[config.mk]
export PLATFORM = sky130hd
export DESIGN_NAME = gpmc_reg_bank
export DESIGN_NICKNAME = d
export VERILOG_FILES = /design/src/rtl/gpmc_reg_bank_pkg.sv /design/src/rtl/gpmc_reg_bank_btn_debounce.sv /design/src/rtl/gpmc_reg_bank.sv
export SDC_FILE = /design/constraint.sdc
export NUM_CORES = 1
export LEC_CHECK = 0
export CORE_ASPECT_RATIO = 0.75
export CORE_MARGIN = 3
export CORE_UTILIZATION = 45
export CTS_CLUSTER_SIZE = 8
export DETAILED_ROUTE_END_ITERATION = 12
export GPL_TIMING_DRIVEN = 0
export PLACE_DENSITY = 0.62
export SLEW_MARGIN = 5
export SYNTH_ARGS = -nofsm -noshare
export SYNTH_HDL_FRONTEND = slang
export SYNTH_SLANG_ARGS = --single-unit
[constraint.sdc]
create_clock -name clk -period 3.3 [get_ports clk]
set_clock_uncertainty 0.1 [all_clocks]
set_input_delay 0.66 -clock clk [delete_from_list [all_inputs] [get_ports clk]]
set_output_delay 0.66 -clock clk [all_outputs]
set_load 0.1 [all_outputs]
[src/rtl/gpmc_reg_bank_pkg.sv]
// Shared register map and access-FSM encodings for the BeagleWire GPMC register bank.
// Software address headers are generated from these values.
package gpmc_reg_bank_pkg;

  localparam int unsigned REG_CTRL    = 0;
  localparam int unsigned REG_STATUS  = 1;
  localparam int unsigned REG_EVENT   = 2;
  localparam int unsigned REG_SCRATCH = 3;
  localparam int unsigned REG_ID      = 4;
  localparam int unsigned REG_WRCNT   = 5;
  localparam int unsigned RAM_BASE    = 8;

  typedef enum logic [1:0] {
    ST_ARMED = 2'd0,
    ST_IDLE  = 2'd1,
    ST_WRITE = 2'd2,
    ST_READ  = 2'd3
  } acc_state_e;

endpackage

[src/rtl/gpmc_reg_bank_btn_debounce.sv]
// Per-button debouncer: 2-FF synchronizer, then a level is accepted after it has
// been stable for DEBOUNCE_CYCLES clocks. rise pulses in the cycle a 0->1 is accepted.
module btn_debounce #(
  parameter int DEBOUNCE_CYCLES = 50000
) (
  input  logic clk,
  input  logic rst,
  input  logic din,
  output logic level,
  output logic rise
);
  import gpmc_reg_bank_pkg::*;

  localparam int CNT_W = (DEBOUNCE_CYCLES > 1) ? $clog2(DEBOUNCE_CYCLES) : 1;
  localparam logic [CNT_W-1:0] CNT_LAST = CNT_W'(DEBOUNCE_CYCLES - 1);

  logic             sync1_q;
  logic             sync2_q;
  logic             level_q;
  logic [CNT_W-1:0] cnt_q;
  logic             accept;

  assign accept = (sync2_q != level_q) && (cnt_q == CNT_LAST);

  always_ff @(posedge clk) begin
    if (rst) begin
      sync1_q <= 1'b0;
      sync2_q <= 1'b0;
      level_q <= 1'b0;
      cnt_q   <= '0;
    end else begin
      sync1_q <= din;
      sync2_q <= sync1_q;
      // Any return to the accepted level restarts the stability window.
      if (sync2_q == level_q) begin
        cnt_q <= '0;
      end else if (accept) begin
        level_q <= sync2_q;
        cnt_q   <= '0;
      end else begin
        cnt_q <= cnt_q + 1'b1;
      end
    end
  end

  assign level = level_q;
  assign rise  = accept & sync2_q;

endmodule

[src/rtl/gpmc_reg_bank.sv]
// Register bank behind gpmc_sync: one commit per host access, LED/button/scratch/ID/
// write-counter registers plus general RAM, registered read data on data_in.
module gpmc_reg_bank #(
  parameter int                    ADDR_WIDTH      = 5,
  parameter int                    DATA_WIDTH      = 16,
  parameter int                    DEBOUNCE_CYCLES = 50000,
  parameter logic [DATA_WIDTH-1:0] ID_VALUE        = 16'hBE01
) (
  input  logic                  clk,
  input  logic                  rst,
  input  logic                  cs,
  input  logic                  we,
  input  logic                  oe,
  input  logic [ADDR_WIDTH-1:0] address,
  input  logic [DATA_WIDTH-1:0] data_out,
  output logic [DATA_WIDTH-1:0] data_in,
  input  logic [1:0]            btn,
  output logic [3:0]            led
);
  import gpmc_reg_bank_pkg::*;

  localparam int RAM_WORDS = (2 ** ADDR_WIDTH) - RAM_BASE;

  // Strobes are active-low levels held for the whole access; the FSM turns each
  // held strobe into a single event and needs cs high before a new access starts.
  logic wr_stb, rd_stb, commit;
  assign wr_stb = !cs && !we && oe;
  assign rd_stb = !cs && we && !oe;

  acc_state_e            state_q;
  logic [DATA_WIDTH-1:0] data_in_q;
  logic [3:0]            ctrl_q, led_q;
  logic [DATA_WIDTH-1:0] scratch_q, wrcnt_q;
  logic [1:0]            event_q, event_d, w1c_mask;
  logic [1:0]            status, rise;
  logic [DATA_WIDTH-1:0] rdata;
  logic [DATA_WIDTH-1:0] ram_q [RAM_WORDS];
  logic [ADDR_WIDTH-1:0] ram_idx;
  logic                  is_ram;

  assign commit  = (state_q == ST_IDLE) && wr_stb;
  assign is_ram  = address >= ADDR_WIDTH'(RAM_BASE);
  assign ram_idx = address - ADDR_WIDTH'(RAM_BASE);

  for (genvar b = 0; b < 2; b++) begin : g_btn
    btn_debounce #(.DEBOUNCE_CYCLES(DEBOUNCE_CYCLES)) u_deb (
      .clk   (clk),
      .rst   (rst),
      .din   (btn[b]),
      .level (status[b]),
      .rise  (rise[b])
    );
  end

  // A new press in the same cycle as its W1C clear leaves the bit set.
  always_comb begin
    w1c_mask = '0;
    if (commit && address == ADDR_WIDTH'(REG_EVENT)) w1c_mask = data_out[1:0];
    event_d = (event_q & ~w1c_mask) | rise;
  end

  always_comb begin
    rdata = '0;
    if (is_ram) begin
      rdata = ram_q[ram_idx];
    end else begin
      case (address)
        ADDR_WIDTH'(REG_CTRL):    rdata = {{(DATA_WIDTH-4){1'b0}}, ctrl_q};
        ADDR_WIDTH'(REG_STATUS):  rdata = {{(DATA_WIDTH-2){1'b0}}, status};
        ADDR_WIDTH'(REG_EVENT):   rdata = {{(DATA_WIDTH-2){1'b0}}, event_q};
        ADDR_WIDTH'(REG_SCRATCH): rdata = scratch_q;
        ADDR_WIDTH'(REG_ID):      rdata = ID_VALUE;
        ADDR_WIDTH'(REG_WRCNT):   rdata = wrcnt_q;
        default:                  rdata = '0;
      endcase
    end
  end

  always_ff @(posedge clk) begin
    if (rst) begin
      state_q   <= ST_ARMED;
      data_in_q <= '0;
    end else begin
      case (state_q)
        ST_ARMED: if (cs) state_q <= ST_IDLE;
        ST_IDLE: begin
          if (wr_stb) begin
            state_q <= ST_WRITE;
          end else if (rd_stb) begin
            state_q   <= ST_READ;
            data_in_q <= rdata;
          end
        end
        ST_WRITE: if (!wr_stb) state_q <= ST_IDLE;
        ST_READ: begin
          if (!rd_stb) begin
            state_q   <= ST_IDLE;
            data_in_q <= '0;
          end
        end
        default: state_q <= ST_ARMED;
      endcase
    end
  end

  always_ff @(posedge clk) begin
    if (rst) begin
      ctrl_q    <= '0;
      led_q     <= '0;
      scratch_q <= '0;
      wrcnt_q   <= '0;
      event_q   <= '0;
    end else begin
      led_q   <= ctrl_q;
      event_q <= event_d;
      if (commit) begin
        wrcnt_q <= wrcnt_q + 1'b1;
        if (address == ADDR_WIDTH'(REG_CTRL))    ctrl_q    <= data_out[3:0];
        if (address == ADDR_WIDTH'(REG_SCRATCH)) scratch_q <= data_out;
      end
    end
  end

  always_ff @(posedge clk) begin
    if (commit && is_ram) ram_q[ram_idx] <= data_out;
  end

  assign data_in = data_in_q;
  assign led     = led_q;

endmodule

==> metrics.yaml <==
worst_setup_path:
  path_cells: "clkdlybuf4s50_1 -> clkbuf_4 -> buf_2 -> buf_2 -> mux4_2 -> a22oi_1 -> a211oi_1"
  cp_slowest_cell: "clkdlybuf4s50_1"
  crit_buf_inv: 4
  cp_common_cell: "buf_2"
  critPathTopFamily: "buffers and inverters"
  start_kind: "input pin"
  worst-path-max-fanout: 10
  slowest_delay_ns: 0.63
  required_ns: 3.61
  worstPathArrival_ns: 3.63
  end_kind: "flop"
  critPathKind: "in -> reg"
global_routing:
  grt_pass1_vias: 11400
  track_usage_pct: 23.3
  grt_remaining_overflow: 0
  grt_pass1_wl_um: 76300
  grt_max_degree: 28
  antenna_found_initial: 3
status:
  violations: "negative setup slack"
  outcome: "complete, but fails checks"
clock_tree:
  hold_buffers: 0
  ctsLongestPathBuffers: 3
  cts_tree: "built"
  htreeDepth: 3
  cts_sinks: 482
  cts-root-buf: "clkbuf_16"
  clock_latency_ns: 0.57
  clk_pin_slew_ns: 0.05
  cts-buffers-inserted: 70
timing:
  tightestPinTransition_ns: 1.25
  setup-tns-final_ns: -0.0197
  fmaxAchievable_ghz: 0.301
  min_period_ns: 3.32
  slew_violations: 0
  timing.final.ws_setup_ns: -0.0186
  period_share_pct: 101
  slew_headroom_pct: 16.6
  setup_viol: 2
  rsz0062_at_grt: "false"
  hold_viol: 0
finish:
  num-fill-cells: 3360
  final_common_cell: "edfxtp_1"
  area_growth_pct: 19.8
  final_nets: 1406
  final_cell_mix: "edfxtp_1 (384), dfxtp_1 (98), nor2_1 (88), mux2_1 (80), clkbuf_16 (73)"
  multi_input_area_um2: 5640
  register_area_um2: 13500
  final_cells: 1970
  drive_gt1_share_pct: 19.4
  final_cell_area_um2: 23100
power:
  p_sw_mw: 2.95
  p_leak_nw: 7.32
  p_comb_share_pct: 5.1
  totalPowerFinal_mw: 13.7
  p_int_mw: 10.8
  powerDensity_nw_per_um2: 594
  power_frac_seq_pct: 48.0
  ir_worst_vdd_uv: 430
  switching_share_pct: 21.5
  clockPowerShare_pct: 47.0
routing:
  wl_um: 51700
  vias: 11700
  wire_per_inst_um: 26.3
  drtPass1Iterations: 5
  route.detailed.drc: 0
  drt_iter0_drc: 1295
  vias_per_cell: 5.92
  drt.antenna.violating_nets: 0
yosys:
  synthDistinctLibCells: 56
  netlist_instances: 1229
  synth-edff-count: 384
  syn_nets: 1264
  postSynthAreaPerCell_um2: 15.7
  yosysWarnings: 0
  seq_area_frac_synth_pct: 69.9
  ys_ff_latch: 482
  synthArstFlopShare_pct: 0
  ys.flop_type: "edfxtp_1"
  synth_area_um2: 19300
die:
  dieArea_um2: 45400
  num_rows: 65
  core_area_um2: 42200
  pin_count: 48
  die_x_um: 245
  initial_core_util_pct: 45.7
  die_h_um: 185
placement:
  numPortBuffers: 46
  place_ws_ns: -1.77
  place.gp.congestion: 0.908
  dp.final_hpwl_um: 34500
  dp.cells: 1868
  postPlaceCellArea_um2: 21000
flow_run:
  drv_cap: 0
worst_hold_path:
  hp-class: "reg -> reg"
-- routing by layer --
| metal | track usage, % | vias to the layer above | part of all wire [%] | routed length [um] |
|---|---|---|---|---|
| met5 | 0 | - | 0.025 | 13 |
| met4 | 7.01 | 2 | 2.5 | 1290 |
| met3 | 6.32 | 94 | 9.6 | 4980 |
| met2 | 32.8 | 529 | 42 | 21600 |
| met1 | 35.2 | 5955 | 46 | 23900 |
| li1 | - | 5081 | - | - |
-- kinds of logic (layout without fill, tap and decap cells) --
kind of cell,after synthesis,in the layout,share of synthesized area (%)
buf+inv,85,256,2.19
xor+xnor,42,42,1.91
mux,176,176,12.8
other cells,0,1,0
simple gates,294,294,7.55
compound gates,143,143,5.19
fa+ha+maj,7,7,0.454
flops,482,482,69.9
-- power by group through the flow --
stage	Sequential (mW)	Clock (mW)	Combinational [mW]
finish	6.59	6.45	0.695
global route	6.58	6.84	0.737
CTS	6.59	6.56	0.678
detailed placement	6.70	0	0.662
global placement	6.70	0	0.650
floorplan	6.71	0	0.321
-- area by class of cell --
cell class,count,area share (%)
multi-input combinational,662,24.4
timing repair buffer,73,3.90
inverter,12,0.195
buffer,70,1.61
antenna,1,0.0108
tap,569,3.08
clock inverter,4,0.200
sequential,482,58.3
clock buffer,97,8.29
-- per-stage QoR --
stage,hold WS [ns],utilization (%)
after floorplan,0.314,-
after global placement,0.330,48.5
after detailed placement,0.336,49.6
after CTS,0.352,54.7
after global routing,0.367,54.8
final,0.346,54.8
-- flip-flops by register name (all words and copies together), names as in the netlist --
signal,flops
ram_q,384
ctrl_q,4
scratch_q,16
led,4
g_btn.u_deb.sync2_q,2
g_btn.u_deb.level,2
g_btn.u_deb.cnt_q,32
data_in,16
g_btn.u_deb.sync1_q,2
event_q,2
wrcnt_q,16
state_q,2
-- repair_timing --
action                                  in CTS  in global routing
endpoints found under the setup margin     395                195
pin swaps                                    2                  2
endpoints found under the hold margin        0                  0
gates resized for setup                     33                 14
buffers inserted                             3                  0
-- path summary, 6_finish.rpt --
check	start	slack, ns	cells past startpoint	end
worst max-delay path	address[1]	-0.02	7	data_in[2]
worst min-delay path	g_btn[0].u_deb.sync1_q	0.35	1	g_btn[0].u_deb.sync2_q
worst max register to register	state_q[1]	1.04	7	ram_q[21][3]
worst min register to register	g_btn[0].u_deb.sync1_q	0.35	1	g_btn[0].u_deb.sync2_q
-- synth_stat cells, drive strengths merged (7+ instances only) --
master   instances  share of area [%]
edfxtp         384                 60
nor2           112                2.2
mux2           105                6.1
dfxtp           98                 10
o22ai           52                1.7
buf             46                1.4
mux4            46                5.4
nor3            38                1.0
nand3           31               0.80
nand2           30               0.60
clkbuf          27               0.54
mux2i           25                1.3
xor2            23                1.0
a22oi           20               0.78
xnor2           19               0.86
a2111oi         15               0.75
a211oi          14               0.54
a21oi           13               0.34
nand4           13               0.42
nor2b           13               0.42
inv             11               0.21
nand2b          10               0.32
and3             9               0.29
a31oi            7               0.23
and2             7               0.23
ha               7               0.45
o21ai            7               0.18
Note: power is estimated with default switching activity, not from simulation.
